===== src/rtl/hazard_sequencer.sv =====
// Hazard controller for a 5-stage pipeline: EX operand forwarding selects, load-use stalls,
// taken-branch flushes and whole-pipeline freezes while data memory is not ready.
module hazard_sequencer #(
    parameter int MEM_TIMEOUT = 16,
    parameter int CNT_W       = 16
) (
    input  logic             clk,
    input  logic             rst,
    input  logic [4:0]       id_rs,
    input  logic [4:0]       id_rt,
    input  logic             id_uses_rt,
    input  logic [4:0]       ex_rs,
    input  logic [4:0]       ex_rt,
    input  logic             ex_mem_read,
    input  logic [4:0]       ex_write_reg,
    input  logic             mem_reg_write,
    input  logic [4:0]       mem_write_reg,
    input  logic             wb_reg_write,
    input  logic [4:0]       wb_write_reg,
    input  logic             branch_taken,
    input  logic             mem_req,
    input  logic             mem_ready,
    output logic [1:0]       forward_A,
    output logic [1:0]       forward_B,
    output logic             pc_write,
    output logic             if_id_write,
    output logic             if_id_flush,
    output logic             id_ex_write,
    output logic             id_ex_bubble,
    output logic             ex_mem_write,
    output logic             mem_wb_bubble,
    output logic             mem_timeout,
    output logic [CNT_W-1:0] stall_cnt
);

    localparam int WAIT_W = $clog2(MEM_TIMEOUT + 1);
    localparam logic [WAIT_W-1:0] TIMEOUT_V = WAIT_W'(MEM_TIMEOUT);

    localparam logic [0:0] ST_RUN      = 1'b0;
    localparam logic [0:0] ST_MEM_WAIT = 1'b1;

    logic [0:0]        state_q, state_d;
    logic [WAIT_W-1:0] wait_cnt_q, wait_cnt_d;
    logic [CNT_W-1:0]  stall_cnt_q, stall_cnt_d;

    logic [1:0] fwd_a_s, fwd_b_s;
    logic       load_use_s;
    logic       freeze_s, advance_s;
    logic       pc_write_s, if_id_write_s, if_id_flush_s, id_ex_write_s;
    logic       id_ex_bubble_s, ex_mem_write_s, mem_wb_bubble_s, mem_timeout_s;

    // EX/MEM result is younger than MEM/WB, so it wins when both match; $0 never forwards.
    function automatic logic [1:0] fwd_sel(
        input logic [4:0] src,
        input logic       m_we,
        input logic [4:0] m_rd,
        input logic       w_we,
        input logic [4:0] w_rd
    );
        logic [1:0] sel;
        if (m_we && (m_rd != 5'd0) && (m_rd == src)) begin
            sel = 2'b10;
        end else if (w_we && (w_rd != 5'd0) && (w_rd == src)) begin
            sel = 2'b01;
        end else begin
            sel = 2'b00;
        end
        return sel;
    endfunction

    // Forwarding selects and load-use detection
    always_comb begin
        fwd_a_s    = fwd_sel(ex_rs, mem_reg_write, mem_write_reg, wb_reg_write, wb_write_reg);
        fwd_b_s    = fwd_sel(ex_rt, mem_reg_write, mem_write_reg, wb_reg_write, wb_write_reg);
        load_use_s = ex_mem_read && (ex_write_reg != 5'd0) &&
                     ((ex_write_reg == id_rs) || (id_uses_rt && (ex_write_reg == id_rt)));
    end

    // Sequencer: memory-wait FSM plus branch/load-use pipeline controls
    always_comb begin
        state_d         = state_q;
        wait_cnt_d      = wait_cnt_q;
        freeze_s        = 1'b0;
        advance_s       = 1'b0;
        mem_timeout_s   = 1'b0;
        pc_write_s      = 1'b1;
        if_id_write_s   = 1'b1;
        if_id_flush_s   = 1'b0;
        id_ex_write_s   = 1'b1;
        id_ex_bubble_s  = 1'b0;
        ex_mem_write_s  = 1'b1;
        mem_wb_bubble_s = 1'b0;
        case (state_q)
            ST_RUN: begin
                if (mem_req && !mem_ready) begin
                    freeze_s   = 1'b1;
                    state_d    = ST_MEM_WAIT;
                    wait_cnt_d = WAIT_W'(1);
                end else begin
                    advance_s = 1'b1;
                end
            end
            ST_MEM_WAIT: begin
                if (!mem_ready && (wait_cnt_q < TIMEOUT_V)) begin
                    freeze_s   = 1'b1;
                    wait_cnt_d = wait_cnt_q + WAIT_W'(1);
                end else begin
                    advance_s     = 1'b1;
                    mem_timeout_s = !mem_ready;
                    state_d       = ST_RUN;
                    wait_cnt_d    = '0;
                end
            end
            default: begin
                state_d    = ST_RUN;
                wait_cnt_d = '0;
            end
        endcase

        if (freeze_s) begin
            pc_write_s      = 1'b0;
            if_id_write_s   = 1'b0;
            id_ex_write_s   = 1'b0;
            ex_mem_write_s  = 1'b0;
            mem_wb_bubble_s = 1'b1;
        end else if (advance_s && branch_taken) begin
            // ID holds a wrong-path instruction, so any load-use match there is irrelevant.
            if_id_flush_s  = 1'b1;
            id_ex_bubble_s = 1'b1;
        end else if (advance_s && load_use_s) begin
            pc_write_s     = 1'b0;
            if_id_write_s  = 1'b0;
            id_ex_bubble_s = 1'b1;
        end else begin
            pc_write_s = 1'b1;
        end

        if (!pc_write_s && (stall_cnt_q != {CNT_W{1'b1}})) begin
            stall_cnt_d = stall_cnt_q + CNT_W'(1);
        end else begin
            stall_cnt_d = stall_cnt_q;
        end
    end

    // State, wait counter and saturating stall counter
    always_ff @(posedge clk or posedge rst) begin
        if (rst) begin
            state_q     <= ST_RUN;
            wait_cnt_q  <= '0;
            stall_cnt_q <= '0;
        end else begin
            state_q     <= state_d;
            wait_cnt_q  <= wait_cnt_d;
            stall_cnt_q <= stall_cnt_d;
        end
    end

    // Reset overrides the stage controls so the pipeline holds safe NOPs
    always_comb begin
        if (rst) begin
            forward_A     = 2'b00;
            forward_B     = 2'b00;
            pc_write      = 1'b0;
            if_id_write   = 1'b0;
            if_id_flush   = 1'b0;
            id_ex_write   = 1'b1;
            id_ex_bubble  = 1'b1;
            ex_mem_write  = 1'b1;
            mem_wb_bubble = 1'b1;
            mem_timeout   = 1'b0;
        end else begin
            forward_A     = fwd_a_s;
            forward_B     = fwd_b_s;
            pc_write      = pc_write_s;
            if_id_write   = if_id_write_s;
            if_id_flush   = if_id_flush_s;
            id_ex_write   = id_ex_write_s;
            id_ex_bubble  = id_ex_bubble_s;
            ex_mem_write  = ex_mem_write_s;
            mem_wb_bubble = mem_wb_bubble_s;
            mem_timeout   = mem_timeout_s;
        end
    end

    assign stall_cnt = stall_cnt_q;

endmodule


===== config.mk =====
export PLATFORM = sky130hd
export DESIGN_NAME = hazard_sequencer
export DESIGN_NICKNAME = d
export VERILOG_FILES = /design/src/rtl/hazard_sequencer.sv
export SDC_FILE = /design/constraint.sdc
export NUM_CORES = 1
export LEC_CHECK = 0
export CAP_MARGIN = 0
export CORE_MARGIN = 2
export CORE_UTILIZATION = 45
export DETAILED_ROUTE_END_ITERATION = 8
export DONT_BUFFER_PORTS = 1
export HOLD_SLACK_MARGIN = 0.05
export REMOVE_ABC_BUFFERS = 1
export SLEW_MARGIN = 20
export SYNTH_ARGS = -nofsm -noshare
export SYNTH_HDL_FRONTEND = slang
export SYNTH_SLANG_ARGS = --single-unit

===== constraint.sdc =====
create_clock -name clk -period 5 [get_ports clk]
set_input_delay 0.5 -clock clk [delete_from_list [all_inputs] [get_ports clk]]
set_output_delay 0.5 -clock clk [all_outputs]
set_load 0.02 [all_outputs]

==> impl_metrics.py, run 1 <==
metrics = {
    "run_status": {
        "status": "completed",
    },
    "grt": {
        "grt_max_degree": 28,
        "antenna_found_initial": 0,
        "use_met2_pct": 30.9,
        "grt_pass1_wl_um": 5720,
        "grt_use_total_pct": 17.7,
        "use_met3_pct": 6.49,
        "grt-busiest-layer": "met2",
        "grt_remaining_overflow": 0,
        "grt_pass1_vias": 1237,
        "use_met1_pct": 21.0,
    },
    "sta": {
        "fin_crit_sh_pct": 56.9,
        "max_freq_mhz": 352,
        "hold_slack_ps": 129,
        "hold_viol": 0,
        "setup_viol": 0,
        "timing.setup.tns_ps": 0,
        "finalMaxSlewViolations": 0,
        "finClkSkew_ps": 11.5,
        "tightest_slew_ps": 965,
        "min_period_ps": 2840,
        "rsz0062_at_grt": "no",
        "relSlewSlack_pct": 35.0,
    },
    "critical_path": {
        "cp_max_fo": 4,
        "timing.rr.start": "stall_cnt[3]",
        "worst_setup_path_start_kind": "input port",
        "rrSetupSlack_ps": 2780,
        "cp.required_ps": 4500,
        "critPathCaptureType": "primary output",
        "cp-endpoint": "forward_A[0]",
        "reg2regPathDepth": 7,
        "crit_type": "input port to primary output",
        "r2r-end": "stall_cnt[1]",
        "cp.arrival_ps": 2340,
        "worstSetupStartpoint": "mem_write_reg[1]",
    },
    "placement": {
        "port_buffers": 0,
        "gp_congestion": 0.778,
        "placedInstanceArea_mm2": 0.00160,
        "dpl.hpwl_um": 2600,
    },
    "clock_network": {
        "cts.htree.levels": 1,
        "cts_made_buffers": 3,
        "cts.clk_slew.worst_paths_ps": 130,
        "cts_tree": "yes",
        "cts.path.max_buffers": 2,
        "cts-hold-fix-buffers": 0,
        "post-cts-setup-buffer-count": 0,
        "clk-insertion-delay-late_ps": 310,
        "clkSinkCount": 22,
        "ctsRootBufferMaster": "clkbuf_4",
        "cts-resized-gates": 0,
    },
    "yosys": {
        "ys_top_cells_by_count": "33 x xor2_1, 22 x dfrtp_1, 13 x nand2_1, 12 x xnor2_1, 9 x nor3_1",
        "synth_warnings": 0,
        "yosys.area.top_type": "dfrtp_1",
        "synthTopCellsByArea": "dfrtp_1 35%, xor2_1 19%, xnor2_1 6.8%",
        "yosysTopAreaCellShare_pct": 35.4,
        "syn_area_mm2": 0.00156,
        "netlist_instances": 160,
        "synth_seq_cells": 22,
        "synth-edff-count": 0,
        "yosysSeqAreaShare_pct": 35.4,
        "syn_avg_cell_area_um2": 9.73,
        "yosys.cell_types.count": 30,
        "yosysMostFrequentCell": "xor2_1",
        "ys.flop_type": "dfrtp_1",
        "async_flop_share_pct": 100,
    },
    "die": {
        "start_util_pct": 46.6,
        "ios": 72,
        "die_area_mm2": 0.00395,
        "die_y_um": 62.8,
        "die_w_um": 62.8,
        "core.rowCount": 21,
        "core_mm2": 0.00334,
    },
    "pwr": {
        "power.ir.vdd_worst_uv": 165,
        "power_leakage_nw": 0.667,
        "power_density_mw_per_mm2": 331,
    },
    "worst_hold_path": {
        "hp-class": "input port to async pin",
    },
    "finish": {
        "fin_area_mm2": 0.00165,
        "fillCellCount": 331,
        "area_delta_synth_final_pct": 6.03,
        "drive_above_1_share_pct": 9.88,
        "num_antenna_cells": 0,
        "nets": 209,
    },
    "detailed_routing": {
        "ant_nets": 0,
        "dr.pass1.iters": 4,
        "routedWlPerCell_um": 16.2,
        "drt_iter0_drc": 74,
        "drc_errors": 0,
        "routed_wirelength_um": 3370,
        "via_per_inst": 5.73,
        "via_count": 1191,
    },
    "flow_run": {
        "cap_viol_max_count": 0,
    },
}
==> layout make-up <==
type | count | area (µm²) | area share, %
inverter | 4 | 15.0 | 0.910
tap | 46 | 57.6 | 3.49
timing repair buffer | 2 | 15.0 | 0.910
multi-input combinational | 130 | 960 | 58.2
clock inverter | 1 | 30.0 | 1.82
clock buffer | 3 | 22.5 | 1.36
sequential | 22 | 551 | 33.4
==> critical path, stage by stage <==
cell,delay (ps)
or4_1,520
o21ai_0,360
nor3_1,130
nor4_1,840
==> cells in the final DEF, fill, tap and decap left out, drive strengths merged <==
| master | count |
|---|---|
| or4 | 5 |
| inv | 4 |
| bufinv | 1 |
| nand2 | 13 |
| nor4 | 9 |
| o31a | 1 |
| nor2 | 6 |
| and3 | 4 |
| and4 | 2 |
| nor3 | 9 |
| o211ai | 1 |
| ha | 2 |
| o21ai | 4 |
| buf | 2 |
| clkbuf | 3 |
| nand3 | 7 |
| nor3b | 3 |
| nand2b | 3 |
| xor2 | 33 |
| a21oi | 2 |
| nand4 | 3 |
| a32oi | 1 |
| xnor2 | 12 |
| nor4b | 3 |
| dfrtp | 22 |
| mux2 | 3 |
| a22o | 4 |
==> flip-flops by register name, summed over array words and instances, names as in the netlist <==
signal and count:
stall_cnt 16, wait_cnt_q 5, state_q 1
==> metrics by stage <==
stage | instances | power, mW | setup WS (ps) | utilization [%]
after floorplan | 156 | 0.381 | 2110 | -
after global placement | 204 | 0.407 | 2280 | 47.9
after detailed placement | 204 | 0.414 | 2130 | 47.9
after CTS | 208 | 0.552 | 2130 | 49.5
after global routing | 208 | 0.579 | 2030 | 49.5
final | 208 | 0.547 | 2160 | 49.5
==> per-layer routing <==
metal | share of wire [%] | wire length [µm]
met5 | 0 | 0
met2 | 51 | 1710
met3 | 6.1 | 206
met4 | 0.71 | 24
met1 | 42 | 1420
==> power breakdown <==
| part | internal, mW | total [mW] | switching (mW) |
|---|---|---|---|
| combinational | 0.0527 | 0.111 | 0.0581 |
| sequential | 0.211 | 0.298 | 0.0873 |
| clock | 0.0811 | 0.138 | 0.0566 |
==> worst min-delay path by stage <==
stage / from / endpoint / depth (start not counted)
finish: rst / stall_cnt[4] / 2
global route: rst / stall_cnt[5] / 2
CTS: rst / stall_cnt[4] / 2
detailed placement: wait_cnt_q[4] / wait_cnt_q[4] / 2
global placement: wait_cnt_q[4] / wait_cnt_q[4] / 2
floorplan: wait_cnt_q[4] / wait_cnt_q[4] / 2
==> cells by family (layout without fill, tap and decap cells) <==
kind of cell / Yosys count / count (layout) / share of synthesized area [%]
adders and majority gates: 2 / 2 / 1.61
xor gates and xnor gates: 45 / 45 / 25.3
and+or+nand+nor: 67 / 67 / 26.7
AOI/OAI and AO/OA: 13 / 13 / 5.87
DFF: 22 / 22 / 35.4
muxes: 3 / 3 / 2.17
buffers and inverters: 8 / 10 / 2.97
No activity file was read; power rests on OpenSTA's default activity.
==> run 2: changes to the inputs <==
==> constraint.sdc (replaced) <==
create_clock -name clk -period 2.6 [get_ports clk]
set_input_delay 0.26 -clock clk [delete_from_list [all_inputs] [get_ports clk]]
set_output_delay 0.26 -clock clk [all_outputs]
set_load 0.02 [all_outputs]
==> impl_metrics.py, run 2 (synthesized netlist as in run 1, its figures left out) <==
metrics = {
    "critical_path": {
        "cp_max_fo": 5,
        "cp.required_ps": 2810,
        "crit_type": "flip-flop to flip-flop",
        "critPathCaptureType": "flip-flop",
        "cp.arrival_ps": 2390,
        "crit_path_top_delay_cell": "dfrtp_1",
        "crit_family": "simple AND/OR/NAND/NOR gates",
        "path_cells": "and4_1 > and3_1 > nand3_1 > nor3_1 > buf_4 > nor2_1 > mux2_2",
        "path_buf_inv": 1,
        "worst_setup_path_start_kind": "flip-flop",
        "max_stage_delay_ps": 570,
    },
    "pwr": {
        "power_frac_seq_pct": 51.6,
        "power_mw": 1.07,
        "clkPwrFrac_pct": 25.0,
        "power_density_mw_per_mm2": 624,
        "internal_power_uw": 678,
        "switching_share_pct": 36.7,
        "power_leakage_nw": 0.707,
        "switchingPower_uw": 392,
        "power.ir.vdd_worst_uv": 503,
        "combPwrFrac_pct": 23.4,
    },
    "sta": {
        "finalMaxSlewViolations": 0,
        "fin_crit_sh_pct": 83.9,
        "finClkSkew_ps": 14.2,
        "max_freq_mhz": 459,
        "timing.setup.tns_ps": 0,
        "min_period_ps": 2180,
        "fin_ws_ps": 419,
        "tightest_slew_ps": 938,
        "setup_viol": 0,
        "hold_viol": 0,
        "relSlewSlack_pct": 36.9,
        "hold_slack_ps": 165,
        "rsz0062_at_grt": "no",
    },
    "grt": {
        "grt-busiest-layer": "met2",
        "grt_use_total_pct": 16.9,
        "use_met1_pct": 19.8,
        "grt_max_degree": 28,
        "grt_pass1_vias": 1267,
        "grt_remaining_overflow": 0,
        "use_met3_pct": 5.95,
        "grt_pass1_wl_um": 5510,
        "use_met2_pct": 29.7,
        "antenna_found_initial": 0,
    },
    "finish": {
        "multiInputGateArea_um2": 960,
        "final_common_cell": "xor2_1",
        "num_antenna_cells": 0,
        "largest_reg_flops": 16,
        "register_area_um2": 551,
        "fillCellCount": 319,
        "drive_above_1_share_pct": 12.9,
        "area_delta_synth_final_pct": 10.2,
        "final_cell_mix": "33 x xor2_1, 22 x dfrtp_1, 13 x nand2_1, 12 x xnor2_1, 9 x nor3_1",
        "final_core_utilization_pct": 51.4,
        "nets": 217,
    },
    "run_status": {
        "status": "completed",
    },
    "detailed_routing": {
        "routed_wirelength_um": 3240,
        "routedWlPerCell_um": 15.0,
        "via_per_inst": 5.63,
        "via_count": 1215,
        "drt_iter0_drc": 51,
        "drc_errors": 0,
        "dr.pass1.iters": 4,
        "ant_nets": 0,
    },
    "placement": {
        "port_buffers": 0,
        "gp_congestion": 0.797,
        "pre_cts_slack_ps": 334,
        "dpl.hpwl_um": 2580,
    },
    "flow_run": {
        "cap_viol_max_count": 0,
    },
    "die": {
        "start_util_pct": 46.6,
        "core_mm2": 0.00334,
        "core.rowCount": 21,
        "die_y_um": 62.8,
        "die_w_um": 62.8,
        "ios": 72,
        "die_area_mm2": 0.00395,
    },
    "clock_network": {
        "cts.htree.levels": 1,
        "cts.clk_slew.worst_paths_ps": 140,
        "clkSinkCount": 22,
        "cts_tree": "yes",
        "clk-insertion-delay-late_ps": 320,
        "cts.path.max_buffers": 2,
        "cts_made_buffers": 3,
        "ctsRootBufferMaster": "clkbuf_4",
    },
    "worst_hold_path": {
        "hp-class": "input port to flip-flop",
    },
}
[run 2: cell types whose count changed in the layout (fill, tap and decap cells not counted), sizes merged]
cell,before,now
dlygate4sd3,0,2
buf,2,8
[run 2: what timing repair did]
action	CTS	global route
hold buffers	2	0
resized for setup	0	0
endpoints found under the hold margin	23	0
buffers inserted	0	0
[run 2: through the flow]
| step | instance area (µm²) | instances |
|---|---|---|
| 6_report | 1720 | 216 |
| 5_1_grt | 1720 | 216 |
| 2_1_floorplan | 1530 | 156 |
| 3_3_place_gp | 1640 | 210 |
| 4_1_cts | 1720 | 216 |
| 3_5_place_dp | 1640 | 210 |
[run 2: power by group through the flow]
stage	Clock [mW]	Combinational, mW	Sequential [mW]
after floorplan	0	0.182	0.551
after global placement	0	0.243	0.557
after detailed placement	0	0.249	0.561
after CTS	0.273	0.253	0.554
after global routing	0.283	0.283	0.567
final	0.268	0.251	0.552
[run 2: worst reg2reg max path, cell delays in order (launching register included)]
cell and delay [ps]:
dfrtp_1 570, and4_1 300, and3_1 220, nand3_1 160, nor3_1 280, buf_4 190, nor2_1 70, mux2_2 290
[run 2: layout make-up]
cell class              count  share of cell area, %
inverters                   4                  0.875
clock buffers               3                   1.31
well taps                  46                   3.36
flip-flops and latches     22                   32.1
clock inverters             1                   1.75
multi-input cells         130                   55.9
repair buffers             10                   4.67
[run 2: final timing paths]
kind                          startpoint             to  slack (ps)  depth (start not counted)
hold reg to reg            wait_cnt_q[4]  wait_cnt_q[4]         500                          2
min in group asynchronous            rst   stall_cnt[4]         460                          3
hold / removal                 mem_ready  wait_cnt_q[0]         170                          2
setup / recovery            stall_cnt[4]   stall_cnt[1]         420                          7
setup reg to reg            stall_cnt[4]   stall_cnt[1]         420                          7
max in group asynchronous            rst   stall_cnt[0]        1890                          3
[run 2: per-layer routing]
layer / wire length [µm] / share of wire (%)
met1: 1400 / 43
met2: 1660 / 51
met3: 170 / 5.2
met4: 13 / 0.40
met5: 0 / 0
